### src/rtl/ras_lifo_pkg.sv
// ras_lifo_pkg: operation encoding and parameter helpers shared by the return-address stack.
package ras_lifo_pkg;

   typedef enum logic [1:0] {
      OP_NONE = 2'b00,
      OP_POP  = 2'b01,
      OP_PUSH = 2'b10,
      OP_REPL = 2'b11
   } op_e;

   function automatic bit is_pow2(input int v);
      return v > 0 && (v & (v - 1)) == 0;
   endfunction

endpackage

### src/rtl/ras_lifo_mem.sv
// ras_lifo_mem: unreset entry array with one write port and one asynchronous read port.
module ras_lifo_mem #(
   parameter int DEPTH = 32,
   parameter int WIDTH = 32,
   parameter int AW    = $clog2(DEPTH)
) (
   input  logic             clk,
   input  logic             we_i,
   input  logic [AW-1:0]    waddr_i,
   input  logic [WIDTH-1:0] wdata_i,
   input  logic [AW-1:0]    raddr_i,
   output logic [WIDTH-1:0] rdata_o
);

   logic [WIDTH-1:0] ram_q [DEPTH];

   always_ff @(posedge clk)
      if (we_i) ram_q[waddr_i] <= wdata_i;

   assign rdata_o = ram_q[raddr_i];

endmodule

### src/rtl/ras_lifo.sv
// ras_lifo: circular return-address stack; overflow overwrites the oldest entry,
// top of stack is shown ahead on dout with din bypassed while empty.
module ras_lifo
   import ras_lifo_pkg::*;
#(
   parameter int DEPTH = 32,
   parameter int WIDTH = 32
) (
   input  logic                   clk,
   input  logic                   rst,
   input  logic                   push,
   input  logic                   pop,
   input  logic [WIDTH-1:0]       din,
   output logic [WIDTH-1:0]       dout,
   output logic                   empty,
   output logic                   full,
   output logic [$clog2(DEPTH):0] count,
   output logic                   overflow,
   output logic                   underflow
);

   localparam int AW = $clog2(DEPTH);
   localparam int CW = AW + 1;

   if (!is_pow2(DEPTH) || DEPTH < 2) begin : g_bad_depth
      $error("ras_lifo: DEPTH must be a power of two and at least 2");
   end

   logic [AW-1:0]    wp_q, wp_d, top, waddr;
   logic [CW-1:0]    cnt_q, cnt_d;
   logic             ovf_q, ovf_d, unf_q, unf_d, we;
   logic [WIDTH-1:0] rdata;
   op_e              op;

   assign op    = op_e'({push, pop});
   assign top   = wp_q - AW'(1);
   assign empty = cnt_q == '0;
   assign full  = cnt_q == CW'(DEPTH);

   // wp wraps naturally, so the oldest slot is reused once the stack is full
   always_comb begin
      wp_d  = wp_q;
      cnt_d = cnt_q;
      ovf_d = 1'b0;
      unf_d = 1'b0;
      we    = 1'b0;
      waddr = wp_q;
      case (op)
         OP_PUSH: begin
            we    = 1'b1;
            wp_d  = wp_q + AW'(1);
            ovf_d = full;
            cnt_d = full ? cnt_q : cnt_q + CW'(1);
         end
         OP_POP: begin
            wp_d  = empty ? wp_q : top;
            cnt_d = empty ? cnt_q : cnt_q - CW'(1);
            unf_d = empty;
         end
         OP_REPL: begin
            we    = !empty;
            waddr = top;
         end
         default: ;
      endcase
   end

   always_ff @(posedge clk or posedge rst)
      if (rst) begin
         wp_q  <= '0;
         cnt_q <= '0;
         ovf_q <= 1'b0;
         unf_q <= 1'b0;
      end else begin
         wp_q  <= wp_d;
         cnt_q <= cnt_d;
         ovf_q <= ovf_d;
         unf_q <= unf_d;
      end

   ras_lifo_mem #(.DEPTH(DEPTH), .WIDTH(WIDTH), .AW(AW)) u_mem (
      .clk     (clk),
      .we_i    (we),
      .waddr_i (waddr),
      .wdata_i (din),
      .raddr_i (top),
      .rdata_o (rdata)
   );

   assign dout      = empty ? din : rdata;
   assign count     = cnt_q;
   assign overflow  = ovf_q;
   assign underflow = unf_q;

endmodule

### config.mk
export PLATFORM = sky130hd
export DESIGN_NAME = ras_lifo
export DESIGN_NICKNAME = d
export VERILOG_FILES = /design/src/rtl/ras_lifo_pkg.sv /design/src/rtl/ras_lifo_mem.sv /design/src/rtl/ras_lifo.sv
export SDC_FILE = /design/constraint.sdc
export NUM_CORES = 1
export LEC_CHECK = 0
export ABC_AREA = 1
export BUFFER_PORTS_ARGS = -buffer_cell sky130_fd_sc_hd__buf_2
export CELL_PAD_IN_SITES_DETAIL_PLACEMENT = 1
export CELL_PAD_IN_SITES_GLOBAL_PLACEMENT = 1
export CORE_ASPECT_RATIO = 0.6
export CORE_UTILIZATION = 45
export DETAILED_ROUTE_END_ITERATION = 10
export PLACE_DENSITY_LB_ADDON = 0.12
export SLEW_MARGIN = 30
export SYNTH_ARGS = -nofsm -noshare
export SYNTH_HDL_FRONTEND = slang
export SYNTH_HIERARCHICAL = 1
export SYNTH_SLANG_ARGS = --single-unit
### constraint.sdc
create_clock -name clk -period 6.55 [get_ports clk]
set_input_delay 1.31 -clock clk [delete_from_list [all_inputs] [get_ports clk]]
set_output_delay 1.31 -clock clk [all_outputs]
set_load 0.02 [all_outputs]
==> summary.md <==
The flow ran to the end, and the final reports show no timing, DRC or antenna violations. The tools report the number of resized instances in the post-cts repair step as 0. The cell taking the most area after synthesis was sky130_fd_sc_hd__edfxtp_1. Setup violations remaining at the end of the flow were counted as 0. The commonest cells after synthesis are sky130_fd_sc_hd__nand2_1, sky130_fd_sc_hd__edfxtp_1, sky130_fd_sc_hd__nand3_1, sky130_fd_sc_hd__buf_2, sky130_fd_sc_hd__buf_6. The design draws 0.0260 W. The run gives 3,780 as the post-synthesis net count.

Number of enable-type register cells in the synthesized netlist: 1,024. The initial antenna violation count was 4; the minimum clock period after layout was 5800 ps. After the first detailed-routing iteration, the DRC count stood at 2,698.

The area growth from synthesis to layout is 11.0%. The fraction of synthesized cell area taken by the top area cell type is 0.713. After clock tree synthesis, the clock-pin slew on the worst setup and hold paths is 60 ps.

The share of cells above drive strength 1 was 0.0933; the leakage power summed over all cells was 17.7 nW. The core area came out at 94,500 µm². Via count of the first global-routing pass: 29,737. The synthesized design contains 1,037 register bits. The first-pass iteration count of the detailed router came out at 6. The logs give 0.321 for the worst slew margin relative to its limit and 0 for the remaining routing DRC violations. The tools report the clock root buffer as sky130_fd_sc_hd__clkbuf_16. In this run the vertical extent of the chip is 242 µm. Entering global routing, the biggest net connects 212 pins. For the highest ir drop seen on vdd, the log shows 481 µV. On the final layout, the worst clock skew is 12.2 ps. Post-CTS timing repair inserted 0 buffers for setup. The Yosys warning count came out at 6. Number of routed nets with antenna violations: 0. The utilization after layout came out at 0.507. Max-cap violations in this run came to 0. In this run the deepest clock path goes through 3 buffers.

The first global-routing pass estimated 200 mm of wire. The logs give 0 for the number of buffers inserted by hold repair at cts and 3,819 for the final net count. The HPWL after detailed placement is 74.1 mm. STA classifies the critical path endpoint as an output port. After synthesis, the cell types taking the most area are sky130_fd_sc_hd__edfxtp_1, sky130_fd_sc_hd__nand2_1, sky130_fd_sc_hd__nand3_1, sky130_fd_sc_hd__buf_6, sky130_fd_sc_hd__buf_2. Adding up every negative setup slack in the final design gives 0 ps.

The combined global-route utilization of all metal layers came out at 0.279. In this run the worst hold path is classified as reg -> reg. Setup repair after global routing left no endpoint under its margin. Routability-driven placement finished with a final weighted congestion of 0.798. For the synthesized area, the log shows 43,100 µm². Mean cell area of the mapped netlist: 11.5 µm². The run gives 0.457 as the initial core utilization. Among all cell types in the netlist, the one instantiated most often is sky130_fd_sc_hd__nand2_1.

Among all flip-flop cells after synthesis, the most frequent one is sky130_fd_sc_hd__edfxtp_1. The maximum fanout along the worst path works out to 67. For the pin with the worst max-slew slack, the measured transition is 1020 ps. The per-cell via count in the routed design came out at 5.77. The routed design has 135 mm of wire. The logs give 0 for the final-report max-slew violation count and 87 for the cell row count.

Data arrives at the worst endpoint at 4490 ps. 78 I/O pins were placed. The floorplan step defined a die boundary enclosing 97,200 µm².

The number of buffers inserted by port buffering was 77. TritonCTS built the clock tree. The H-tree generated during clock tree synthesis spans 3 levels. Number of hold violations in the final report: 0. The worst setup path is launched from a register.

Critical path data required time: 5240 ps. Power spread over the standard cell area amounts to 543 nW/µm². At the later pin of the worst-skew pair, clock insertion delay measures 690 ps. For the sequential cell area fraction in the yosys report, the log shows 0.720. From left edge to right edge, the die measures 402 µm. Number of distinct library cells after synthesis: 33. Timing would allow up to 172 MHz.

For the clock net sink count, the log shows 1,037. Buffers inserted during clock tree synthesis total 96. Number of vias after detailed routing: 29,458.

The cell count after synthesis came out at 3,741. Global routing finished with a remaining overflow of 0. The post-route clock period utilization was 0.885. After detailed routing, the average wire length per cell comes to 26.5 µm. The type of the setup path with the least slack is reg -> out.

Share of synthesized flip-flops with an asynchronous set or reset: 0.0125.
-- per-stage QoR --
stage	hold slack (ps)	std cells	cell area [µm²]	setup WS (ps)
floorplan	469	3741	43100	2650
global placement	496	4922	44600	1540
detailed placement	519	4926	44700	1530
CTS	534	5103	47800	777
global route	582	5106	47900	576
finish	527	5108	47900	752
-- worst paths after layout --
kind,start,to,slack [ps],cells past startpoint
worst max-delay path,wp_q[0],dout[28],750,15
worst min-delay path,count[5],count[5],530,2
worst max register to register,wp_q[0],u_mem/ram_q[24][13],1740,10
worst min register to register,count[5],count[5],530,2
max in group asynchronous,rst,count[5],5450,2
min in group asynchronous,rst,count[4],690,2
-- final cells by class --
type	instances	area [µm²]
fill	9831	46600
inverter	33	174
multi-input combinational	2446	10600
timing repair buffer	166	1270
clock buffer	124	2650
antenna	3	7.51
sequential	1037	31100
clock inverter	53	513
tap	1246	1560
-- placed cells by master (no fill, tap or decap), types with 3 or more instances in the layout --
cell,synthesis,routed
sky130_fd_sc_hd__buf_12,0,9
sky130_fd_sc_hd__bufinv_16,0,10
sky130_fd_sc_hd__clkinv_1,1,20
sky130_fd_sc_hd__buf_16,0,5
sky130_fd_sc_hd__clkbuf_16,0,102
sky130_fd_sc_hd__inv_6,0,3
sky130_fd_sc_hd__nor2_1,39,7
sky130_fd_sc_hd__dfrtp_1,13,13
sky130_fd_sc_hd__buf_2,86,77
sky130_fd_sc_hd__diode_2,0,3
sky130_fd_sc_hd__ha_1,3,3
sky130_fd_sc_hd__inv_2,5,5
sky130_fd_sc_hd__edfxtp_1,1024,1024
sky130_fd_sc_hd__nand2_1,1573,1573
sky130_fd_sc_hd__clkbuf_1,27,21
sky130_fd_sc_hd__xor2_1,7,5
sky130_fd_sc_hd__clkinvlp_4,0,3
sky130_fd_sc_hd__o21ai_0,9,9
sky130_fd_sc_hd__inv_1,26,21
sky130_fd_sc_hd__nor2_2,3,3
sky130_fd_sc_hd__inv_8,1,3
sky130_fd_sc_hd__nor2_4,3,35
sky130_fd_sc_hd__nand3_1,791,791
sky130_fd_sc_hd__nand2_4,3,3
sky130_fd_sc_hd__clkinv_2,0,19
sky130_fd_sc_hd__buf_4,24,74
-- report_power, final --
part / switching, W / internal [W] / total, W
clock network: 0.00248 / 0.00324 / 0.00572
logic: 0.00906 / 0.00328 / 0.0123
registers: 0.000147 / 0.00779 / 0.00794
total: 0.0117 / 0.0143 / 0.0260
-- registers in the layout, indices dropped and copies added (netlist names) --
signal       flops
count            6
overflow         1
u_mem/ram_q   1024
underflow        1
wp_q             5
-- critical path, cell delays in order (launching register included) --
cell and delay (ps):
sky130_fd_sc_hd__dfrtp_1 480, sky130_fd_sc_hd__inv_8 180, sky130_fd_sc_hd__ha_1 280, sky130_fd_sc_hd__xnor2_1 350, sky130_fd_sc_hd__inv_6 270, sky130_fd_sc_hd__inv_6 630
sky130_fd_sc_hd__buf_4 410, sky130_fd_sc_hd__nand3_1 110, sky130_fd_sc_hd__nand2_1 60, sky130_fd_sc_hd__nand2_1 60, sky130_fd_sc_hd__nand2_1 120, sky130_fd_sc_hd__nand2_1 60
sky130_fd_sc_hd__nand2_1 140, sky130_fd_sc_hd__nand2_1 80, sky130_fd_sc_hd__nand2_1 170, sky130_fd_sc_hd__buf_2 190
-- per-layer routing --
layer | global-route usage | share of wire | vias up
met1 | 0.420 | 0.47 | 15274
li1 | - | - | 13035
met2 | 0.422 | 0.45 | 972
met5 | 0 | 0 | -
met4 | 0.0690 | 0.020 | 0
met3 | 0.0438 | 0.064 | 177
-- logic make-up after synthesis --
family	Yosys count	synth area share
fa+ha+maj	3	0.000870
simple gates	2417	0.235
mux	1	0.000232
compound gates	16	0.00215
buf+inv	258	0.0396
flops	1037	0.720
xor+xnor	9	0.00183
Note: power is estimated with default switching activity, not from simulation.
